--- src/rtl/vga_timing_if.sv ---
// Shared VGA timing bus carried from the timing generator to every draw stage.
// Counts are 11 bits, so totals up to 2048 pixels/lines per period fit.
interface vga_if;
  logic [10:0] hcount;
  logic [10:0] vcount;
  logic        hsync;
  logic        vsync;
  logic        hblnk;
  logic        vblnk;

  modport out (output hcount, vcount, hsync, vsync, hblnk, vblnk);
  modport in  (input  hcount, vcount, hsync, vsync, hblnk, vblnk);
endinterface

--- src/rtl/vga_timing.sv ---
// Free-running VGA timing generator: pixel/line counters, sync and blanking
// decode, plus one-cycle vertical-blank and frame-wrap strobes.
module vga_timing #(
  parameter int H_ACTIVE  = 800,
  parameter int H_FP      = 40,
  parameter int H_SYNC    = 128,
  parameter int H_BP      = 88,
  parameter int V_ACTIVE  = 600,
  parameter int V_FP      = 1,
  parameter int V_SYNC    = 4,
  parameter int V_BP      = 23,
  parameter bit HSYNC_POL = 1'b1,
  parameter bit VSYNC_POL = 1'b1
) (
  input  logic clk,
  input  logic rst_n,
  vga_if.out   vga_out,
  output logic vblnk_start,
  output logic frame_start
);

  localparam int CW      = 11;
  localparam int H_TOTAL = H_ACTIVE + H_FP + H_SYNC + H_BP;
  localparam int V_TOTAL = V_ACTIVE + V_FP + V_SYNC + V_BP;

  if (H_TOTAL > 2048 || V_TOTAL > 2048) begin : g_bad_total
    $error("vga_timing: H_TOTAL and V_TOTAL must not exceed 2048");
  end
  if (H_ACTIVE < 1 || H_FP < 1 || H_SYNC < 1 || H_BP < 1 ||
      V_ACTIVE < 1 || V_FP < 1 || V_SYNC < 1 || V_BP < 1) begin : g_bad_param
    $error("vga_timing: every timing parameter must be at least 1");
  end

  localparam logic [CW-1:0] H_LAST     = CW'(H_TOTAL - 1);
  localparam logic [CW-1:0] H_ACT      = CW'(H_ACTIVE);
  localparam logic [CW-1:0] H_SYNC_BEG = CW'(H_ACTIVE + H_FP);
  localparam logic [CW-1:0] H_SYNC_END = CW'(H_ACTIVE + H_FP + H_SYNC);
  localparam logic [CW-1:0] V_LAST     = CW'(V_TOTAL - 1);
  localparam logic [CW-1:0] V_ACT      = CW'(V_ACTIVE);
  localparam logic [CW-1:0] V_SYNC_BEG = CW'(V_ACTIVE + V_FP);
  localparam logic [CW-1:0] V_SYNC_END = CW'(V_ACTIVE + V_FP + V_SYNC);

  logic [CW-1:0] hcount_q, hcount_d;
  logic [CW-1:0] vcount_q, vcount_d;
  logic          hsync_q, hsync_d;
  logic          vsync_q, vsync_d;
  logic          hblnk_q, hblnk_d;
  logic          vblnk_q, vblnk_d;
  logic          vblnk_start_q, vblnk_start_d;
  logic          frame_start_q, frame_start_d;
  logic          h_wrap;
  logic          v_wrap;

  // Flags are decoded from the next-state counts so every output is a flop
  // and all of them move together with the counters on the same edge.
  always_comb begin
    // NOTE: every signal gets a value on every path here; a missing default
    // in a combinational block silently infers a latch.
    h_wrap   = (hcount_q == H_LAST);
    v_wrap   = (vcount_q == V_LAST);
    hcount_d = h_wrap ? '0 : hcount_q + 1'b1;
    vcount_d = vcount_q;
    if (h_wrap) begin
      vcount_d = v_wrap ? '0 : vcount_q + 1'b1;
    end

    hblnk_d = (hcount_d >= H_ACT);
    vblnk_d = (vcount_d >= V_ACT);
    hsync_d = ((hcount_d >= H_SYNC_BEG) && (hcount_d < H_SYNC_END)) ? HSYNC_POL : !HSYNC_POL;
    vsync_d = ((vcount_d >= V_SYNC_BEG) && (vcount_d < V_SYNC_END)) ? VSYNC_POL : !VSYNC_POL;

    vblnk_start_d = (hcount_d == '0) && (vcount_d == V_ACT);
    // Only a genuine wrap flags a frame; the (0,0) left by reset does not.
    frame_start_d = h_wrap && v_wrap;
  end

  // NOTE: sequential state uses non-blocking assignments so every flop
  // samples the pre-edge values regardless of statement order.
  always_ff @(posedge clk or negedge rst_n) begin
    if (!rst_n) begin
      hcount_q      <= '0;
      vcount_q      <= '0;
      hsync_q       <= !HSYNC_POL;
      vsync_q       <= !VSYNC_POL;
      hblnk_q       <= 1'b0;
      vblnk_q       <= 1'b0;
      vblnk_start_q <= 1'b0;
      frame_start_q <= 1'b0;
    end else begin
      hcount_q      <= hcount_d;
      vcount_q      <= vcount_d;
      hsync_q       <= hsync_d;
      vsync_q       <= vsync_d;
      hblnk_q       <= hblnk_d;
      vblnk_q       <= vblnk_d;
      vblnk_start_q <= vblnk_start_d;
      frame_start_q <= frame_start_d;
    end
  end

  assign vga_out.hcount = hcount_q;
  assign vga_out.vcount = vcount_q;
  assign vga_out.hsync  = hsync_q;
  assign vga_out.vsync  = vsync_q;
  assign vga_out.hblnk  = hblnk_q;
  assign vga_out.vblnk  = vblnk_q;
  assign vblnk_start    = vblnk_start_q;
  assign frame_start    = frame_start_q;

endmodule
--- src/flat_wrapper.sv ---
// flat-port wrapper written by rule: the top's interface ports become plain ports
module vga_timing_flat 
#(
  parameter int H_ACTIVE  = 800,
  parameter int H_FP      = 40,
  parameter int H_SYNC    = 128,
  parameter int H_BP      = 88,
  parameter int V_ACTIVE  = 600,
  parameter int V_FP      = 1,
  parameter int V_SYNC    = 4,
  parameter int V_BP      = 23,
  parameter bit HSYNC_POL = 1'b1,
  parameter bit VSYNC_POL = 1'b1
)
  (clk, rst_n, vblnk_start, frame_start, vga_out_hcount, vga_out_vcount, vga_out_hsync, vga_out_vsync, vga_out_hblnk, vga_out_vblnk);
  vga_if vga_out_i ();
  input  logic clk;
  input  logic rst_n;
  output logic vblnk_start;
  output logic frame_start;
  output wire logic [$bits(vga_out_i.hcount)-1:0] vga_out_hcount;
  output wire logic [$bits(vga_out_i.vcount)-1:0] vga_out_vcount;
  output wire logic [$bits(vga_out_i.hsync)-1:0] vga_out_hsync;
  output wire logic [$bits(vga_out_i.vsync)-1:0] vga_out_vsync;
  output wire logic [$bits(vga_out_i.hblnk)-1:0] vga_out_hblnk;
  output wire logic [$bits(vga_out_i.vblnk)-1:0] vga_out_vblnk;
  assign vga_out_hcount = vga_out_i.hcount;
  assign vga_out_vcount = vga_out_i.vcount;
  assign vga_out_hsync = vga_out_i.hsync;
  assign vga_out_vsync = vga_out_i.vsync;
  assign vga_out_hblnk = vga_out_i.hblnk;
  assign vga_out_vblnk = vga_out_i.vblnk;
  vga_timing #(.H_ACTIVE(H_ACTIVE), .H_FP(H_FP), .H_SYNC(H_SYNC), .H_BP(H_BP), .V_ACTIVE(V_ACTIVE), .V_FP(V_FP), .V_SYNC(V_SYNC), .V_BP(V_BP), .HSYNC_POL(HSYNC_POL), .VSYNC_POL(VSYNC_POL)) u_core (.clk(clk), .rst_n(rst_n), .vga_out(vga_out_i), .vblnk_start(vblnk_start), .frame_start(frame_start));
endmodule
--- config.mk ---
export PLATFORM = sky130hd
export DESIGN_NAME = vga_timing_flat
export DESIGN_NICKNAME = d
export VERILOG_FILES = /design/src/rtl/vga_timing_if.sv /design/src/rtl/vga_timing.sv /design/src/flat_wrapper.sv
export SDC_FILE = /design/constraint.sdc
export NUM_CORES = 1
export LEC_CHECK = 0
export ABC_AREA = 1
export CORE_MARGIN = 1.5
export CORE_UTILIZATION = 55
export DETAILED_ROUTE_END_ITERATION = 12
export GPL_TIMING_DRIVEN = 0
export MAX_ROUTING_LAYER = met4
export PLACE_DENSITY_LB_ADDON = 0.2
export SLEW_MARGIN = 0
export SYNTH_ARGS = -nofsm -noshare
export SYNTH_HDL_FRONTEND = slang
export SYNTH_SLANG_ARGS = --single-unit
--- constraint.sdc ---
create_clock -name clk -period 2.6 [get_ports clk]
set_input_delay 0.39 -clock clk [delete_from_list [all_inputs] [get_ports clk]]
set_output_delay 0.39 -clock clk [all_outputs]
set_load 0.1 [all_outputs]
======== Word level (Yosys, flattened, before mapping) ========
Cells that the tools add are included.
storage, ports and cells
  RAM bits ................................ 0
  ROM bits ................................ 0
  output and inout bits ................... 28
  flip-flop bits (word level) ............. 28
  memories kept ........................... 0
  bits in latches ......................... 0
  input port bits ......................... 2
operators by class
  muxes and demuxes ....................... 5
  shifts and indexed selects .............. 0
  divide/modulo/power cells ............... 0
  multiply operators ...................... 0
  add/sub/neg operators ................... 2
  magnitude comparators ................... 6
  bitwise operators ....................... 0
  equal/unequal tests ..................... 3
  reductions and logical operators ........ 5
operators by type and width
  cell                                                                  number
  greater-or-equal comparator 11 x 10 -> 1 bit (second input constant)  4
  2-to-1 mux 11 bit                                                     3
  adder 11 x 1 -> 11 bit (second input constant)                        2
  == test 11 x 10 -> 1 bit (second input constant)                      2
  less-than comparator 11 x 10 -> 1 bit (second input constant)         2
  == test 11 bit (second input constant)                                1
  logical NOT 11 bit                                                    1
  logical AND 1 bit                                                     4
  2-to-1 mux 1 bit                                                      2

======== Depth between registers and ports, before layout ========
  depth in word-level cells ............... 6
  mapped depth ............................ 15

======== Least setup slack after synthesis ========
Ideal clock, no wire load.
  path kind ............................... flip-flop to flip-flop
  start ................................... reg u_core.hcount_q[0] (netlist: u_core.vga_out.hcount[0])
  end ..................................... reg u_core.vblnk_start_q (netlist: u_core.vblnk_start)
  cell stages (with the launch flop) ...... 13
  arrival time ............................ 2514 ps
  slack ................................... 17 ps
  clock period less this slack ............ 2583 ps
  data required time ...................... 2530 ps
  cell sequence ........................... dfrtp_1 ha_1 nand2_2 nor2_8 nand2_4 nor2_4 buf_6 nand3_2 nand2_2 nand3_2 nor2_4 nand3b_4 nor2_2
on the way
  longest elaborated chain between the ends .. 4
  elaborated cells on any way between the ends .. 7
  those cells by class .................... add/sub: 1; eq/ne: 2; mux: 2; reduce/logical: 2
RTL lines
  element                                                                RTL line                            text
  start, declared                                                        vga_timing.sv:43                    logic [CW-1:0] hcount_q, hcount_d;
  start signal, assigned                                                 vga_timing.sv:90                    hcount_q <= hcount_d;
  adder 11 x 1 -> 11 bit / == test 11 bit (equally long branches)        vga_timing.sv:61, vga_timing.sv:59
  2-to-1 mux 11 bit (on tied branches)                                   vga_timing.sv:61, vga_timing.sv:63
  logical NOT 11 bit / == test 11 x 10 -> 1 bit (equally long branches)  vga_timing.sv:72                    vblnk_start_d = (hcount_d == '0) && (vcount_d == V_ACT);
  logical AND 1 bit *                                                    vga_timing.sv:72
  named net u_core.vblnk_start_d                                         vga_timing.sv:49                    logic vblnk_start_q, vblnk_start_d;
  end signal, assigned                                                   vga_timing.sv:96                    vblnk_start_q <= vblnk_start_d;
  end, declared                                                          vga_timing.sv:49
The timed path passes the listed nets; every way through them passes the cells marked *.

======== Worst setup path after layout ========
  start ................................... reg u_core.hcount_q[4] (netlist: u_core.vga_out.hcount[4])
  end ..................................... out vga_out_hcount[4]
RTL lines
  element        RTL line            text
  end, declared  flat_wrapper.sv:21  output wire logic [$bits(vga_out_i.hcount)-1:0] vga_out_hcount;
No word-level cell between the ends.

==> flow_summary.json <==
{
  "row_count": 20,
  "gp_congestion": 0.861,
  "ant_nets": 0,
  "syn-num-nets": 251,
  "coreArea_sq_um": 3050,
  "startpoint": "u_core.vga_out.hcount[4]",
  "relSlewSlack_pct": 33.2,
  "yosys.area_share.simple_pct": 43.4,
  "reg2reg_depth": 15,
  "power_density_nw_per_um2": 337,
  "critPathSlowestCell": "clkdlybuf4s50_1",
  "worstHoldPathType": "input pin to async pin",
  "tightest_slew_ns": 0.999,
  "worstReg2RegStart": "u_core.vga_out.hcount[0]",
  "grt_pass1_wl_mm": 6.95,
  "routed_wl_mm": 3.94,
  "setup_tns_ns": 0,
  "crit_chain": "clkdlybuf4s50_1",
  "antenna_found_initial": 0,
  "wire_per_inst_um": 12.2,
  "status": "finished, final reports clean",
  "post-dp-hpwl_mm": 3.07,
  "synth.avg_cell_area_sq_um": 7.21,
  "fin_crit_sh_pct": 94.3,
  "die_area_sq_um": 3590,
  "muxShareOfSynthArea_pct": 0,
  "syn_inst": 247,
  "cpPeakStageDelay_ns": 1.19,
  "syn-cell-area_sq_um": 1780,
  "viasPerCell": 5.19,
  "yosys_register_bits": 28,
  "cts_setup_buffers": 0,
  "pre_cts_slack_ns": 0.542,
  "first_pass_iters": 5,
  "grt_pass1_vias": 1656,
  "cts_tree": "done",
  "htree_levels": 1,
  "final_hold_viol_count": 0,
  "start_util_pct": 58.3,
  "cap_violations": 0,
  "power_leakage_nw": 1.15,
  "io_buffer_count": 29,
  "drt-initial-drc-count": 101,
  "synthToLayoutAreaGrowth_pct": 22.1,
  "rsz0062_at_grt": "false",
  "fin_ws_ns": 0.148,
  "critPathBufInv": 1,
  "synth_top_family_by_area": "simple AND/OR/NAND/NOR gates",
  "worstPathRequired_ns": 2.21,
  "ios": 30,
  "ir_drop_uv": 370,
  "crit_cells": 1,
  "n_fill_cell": 274,
  "synth.distinct_cells": 26,
  "antenna_cells": 0,
  "synth_adder_area_share_pct": 1.41,
  "drive_gt1_share_pct": 12.9,
  "setup_viol": 0,
  "crit_arrival_ns": 2.06,
  "drc": 0,
  "fmax_mhz": 408,
  "skew_ns": 0.00182,
  "period_minus_slack_ns": 2.45,
  "vias": 1683,
  "cts_buffer_depth": 2,
  "postCtsHoldBufs": 0,
  "clock_sinks": 28,
  "grt_overflow_total": 0,
  "regToRegEndpoint": "u_core.vga_out.vsync",
  "critPathCapture": "vga_out_hcount[4]",
  "critical_path.max_fanout": 8,
  "ys_warn_count": 0,
  "start_kind": "flip-flop",
  "cts_root_buf": "clkbuf_4",
  "synth_compound_area_share_pct": 5.27,
  "yosysSeqAreaShare_pct": 39.4,
  "ctsResizeCount": 0,
  "cpLargestDelayFamily": "buffers and inverters",
  "crit_type": "flip-flop to output port",
  "cp-end-kind": "output port",
  "cts_inserted_buffers": 3,
  "die_h_um": 59.9,
  "timing.reg2reg.setup_slack_ns": 0.56,
  "clkSlewWorstSetupHoldPaths_ns": 0.15,
  "slew_viol_final": 0,
  "grt_max_degree": 29,
  "grt_usage_pct": 26.5,
  "synth_xor_xnor_area_share_pct": 0.492,
  "fin_nets": 285,
  "die_w_um": 59.9,
  "clk_latency_ns": 0.34,
  "holdWs_ns": 0.0273
}
[area by class of cell]
cell class	count	area, sq um	area share, %
clock inverters	1	30.0	1.38
repair buffers	29	285	13.1
clock buffers	3	22.5	1.04
well taps	44	55.1	2.53
flip-flops and latches	28	701	32.2
plain buffers	1	11.3	0.518
multi-input cells	173	900	41.4
inverters	45	169	7.77
[registers in the layout, summed over array words and instances, names as in the netlist]
name / cells
u_core.vga_out.hsync: 1
u_core.vga_out.vcount: 11
u_core.vga_out.vblnk: 1
u_core.vblnk_start: 1
u_core.vga_out.hblnk: 1
u_core.vga_out.hcount: 11
u_core.frame_start: 1
u_core.vga_out.vsync: 1
[layout by cell type (no fill, tap or decap), drive strengths merged, types with 3 or more instances in the layout]
cell type | synthesis | final
a21oi | 3 | 3
clkbuf | 0 | 3
clkdlybuf4s50 | 0 | 28
dfrtp | 28 | 28
inv | 45 | 45
nand2 | 73 | 73
nand3 | 25 | 25
nand4 | 9 | 9
nor2 | 40 | 40
nor3 | 4 | 4
o21ai | 12 | 12
[synthesized netlist by cell type (all sizes together)]
cell / n / share of area [%]
nand2: 73 / 17
inv: 45 / 9.5
nor2: 40 / 11
dfrtp: 28 / 39
nand3: 25 / 7.9
o21ai: 12 / 3.6
nand4: 9 / 3.2
nor3: 4 / 1.1
a21oi: 3 / 1.7
ha: 2 / 1.4
nand3b: 2 / 2.2
and2: 1 / 0.49
buf: 1 / 0.63
nor4: 1 / 0.35
xor2: 1 / 0.49
[report_power, final]
part	switching [W]	total, W	leakage, nW	internal (W)
Combinational	0.00000767	0.00000821	0.747	0.000000538
Clock	0.000133	0.000289	0.0279	0.000156
Sequential	0	0.000436	0.377	0.000436
[worst min-delay path by stage]
| stage | from | endpoint | slack (ns) | depth (start not counted) |
|---|---|---|---|---|
| 2_1_floorplan | rst_n | u_core.frame_start | 0.09 | 0 |
| 3_3_place_gp | u_core.vga_out.hcount[0] | u_core.vga_out.hcount[0] | 0.52 | 1 |
| 3_5_place_dp | u_core.vga_out.hcount[0] | u_core.vga_out.hcount[0] | 0.54 | 1 |
| 4_1_cts | u_core.vga_out.hcount[0] | u_core.vga_out.hcount[0] | 0.56 | 1 |
| 5_1_grt | rst_n | u_core.vga_out.vcount[10] | 0.07 | 1 |
| 6_report | rst_n | u_core.vga_out.vcount[7] | 0.03 | 1 |
[per-stage QoR]
step           utilization, %  instance area [sq um]  cells  total power (W)
5_1_grt                  71.2                   2170    324         0.000761
2_1_floorplan               -                   1780    247         0.000444
3_3_place_gp             69.6                   2130    320         0.000454
3_5_place_dp             69.6                   2130    320         0.000454
4_1_cts                  71.4                   2180    324         0.000735
6_report                 71.2                   2170    324         0.000733
[worst reg2reg max path: stages, from the launching register on]
cell and delay [ns]:
dfrtp_1 0.47, ha_1 0.22, nand2_2 0.11, nor2_8 0.16
nand2_4 0.08, nor2_4 0.13, buf_6 0.15, nand2_2 0.05
nand2_1 0.07, nand2_2 0.08, inv_2 0.07, nand2_1 0.05
nor2_1 0.12, nand3_1 0.09, nand2_1 0.07, nor2_1 0.03
[cell families (layout without fill, tap and decap cells)]
family	count (synthesis)	in the layout
AND/OR/NAND/NOR	155	155
buffers and inverters	46	79
flip-flops	28	28
AO/OA/AOI/OAI	15	15
adder cells (fa/ha/maj)	2	2
XOR/XNOR	1	1
[layer usage]
layer	part of all wire [%]	routed length, um	track usage, %
met1	39	1550	30.6
met2	54	2110	46.6
met3	5.2	203	3.25
met4	1.8	72	10.5
met5	0	0	-
No activity file was read; power rests on OpenSTA's default activity.
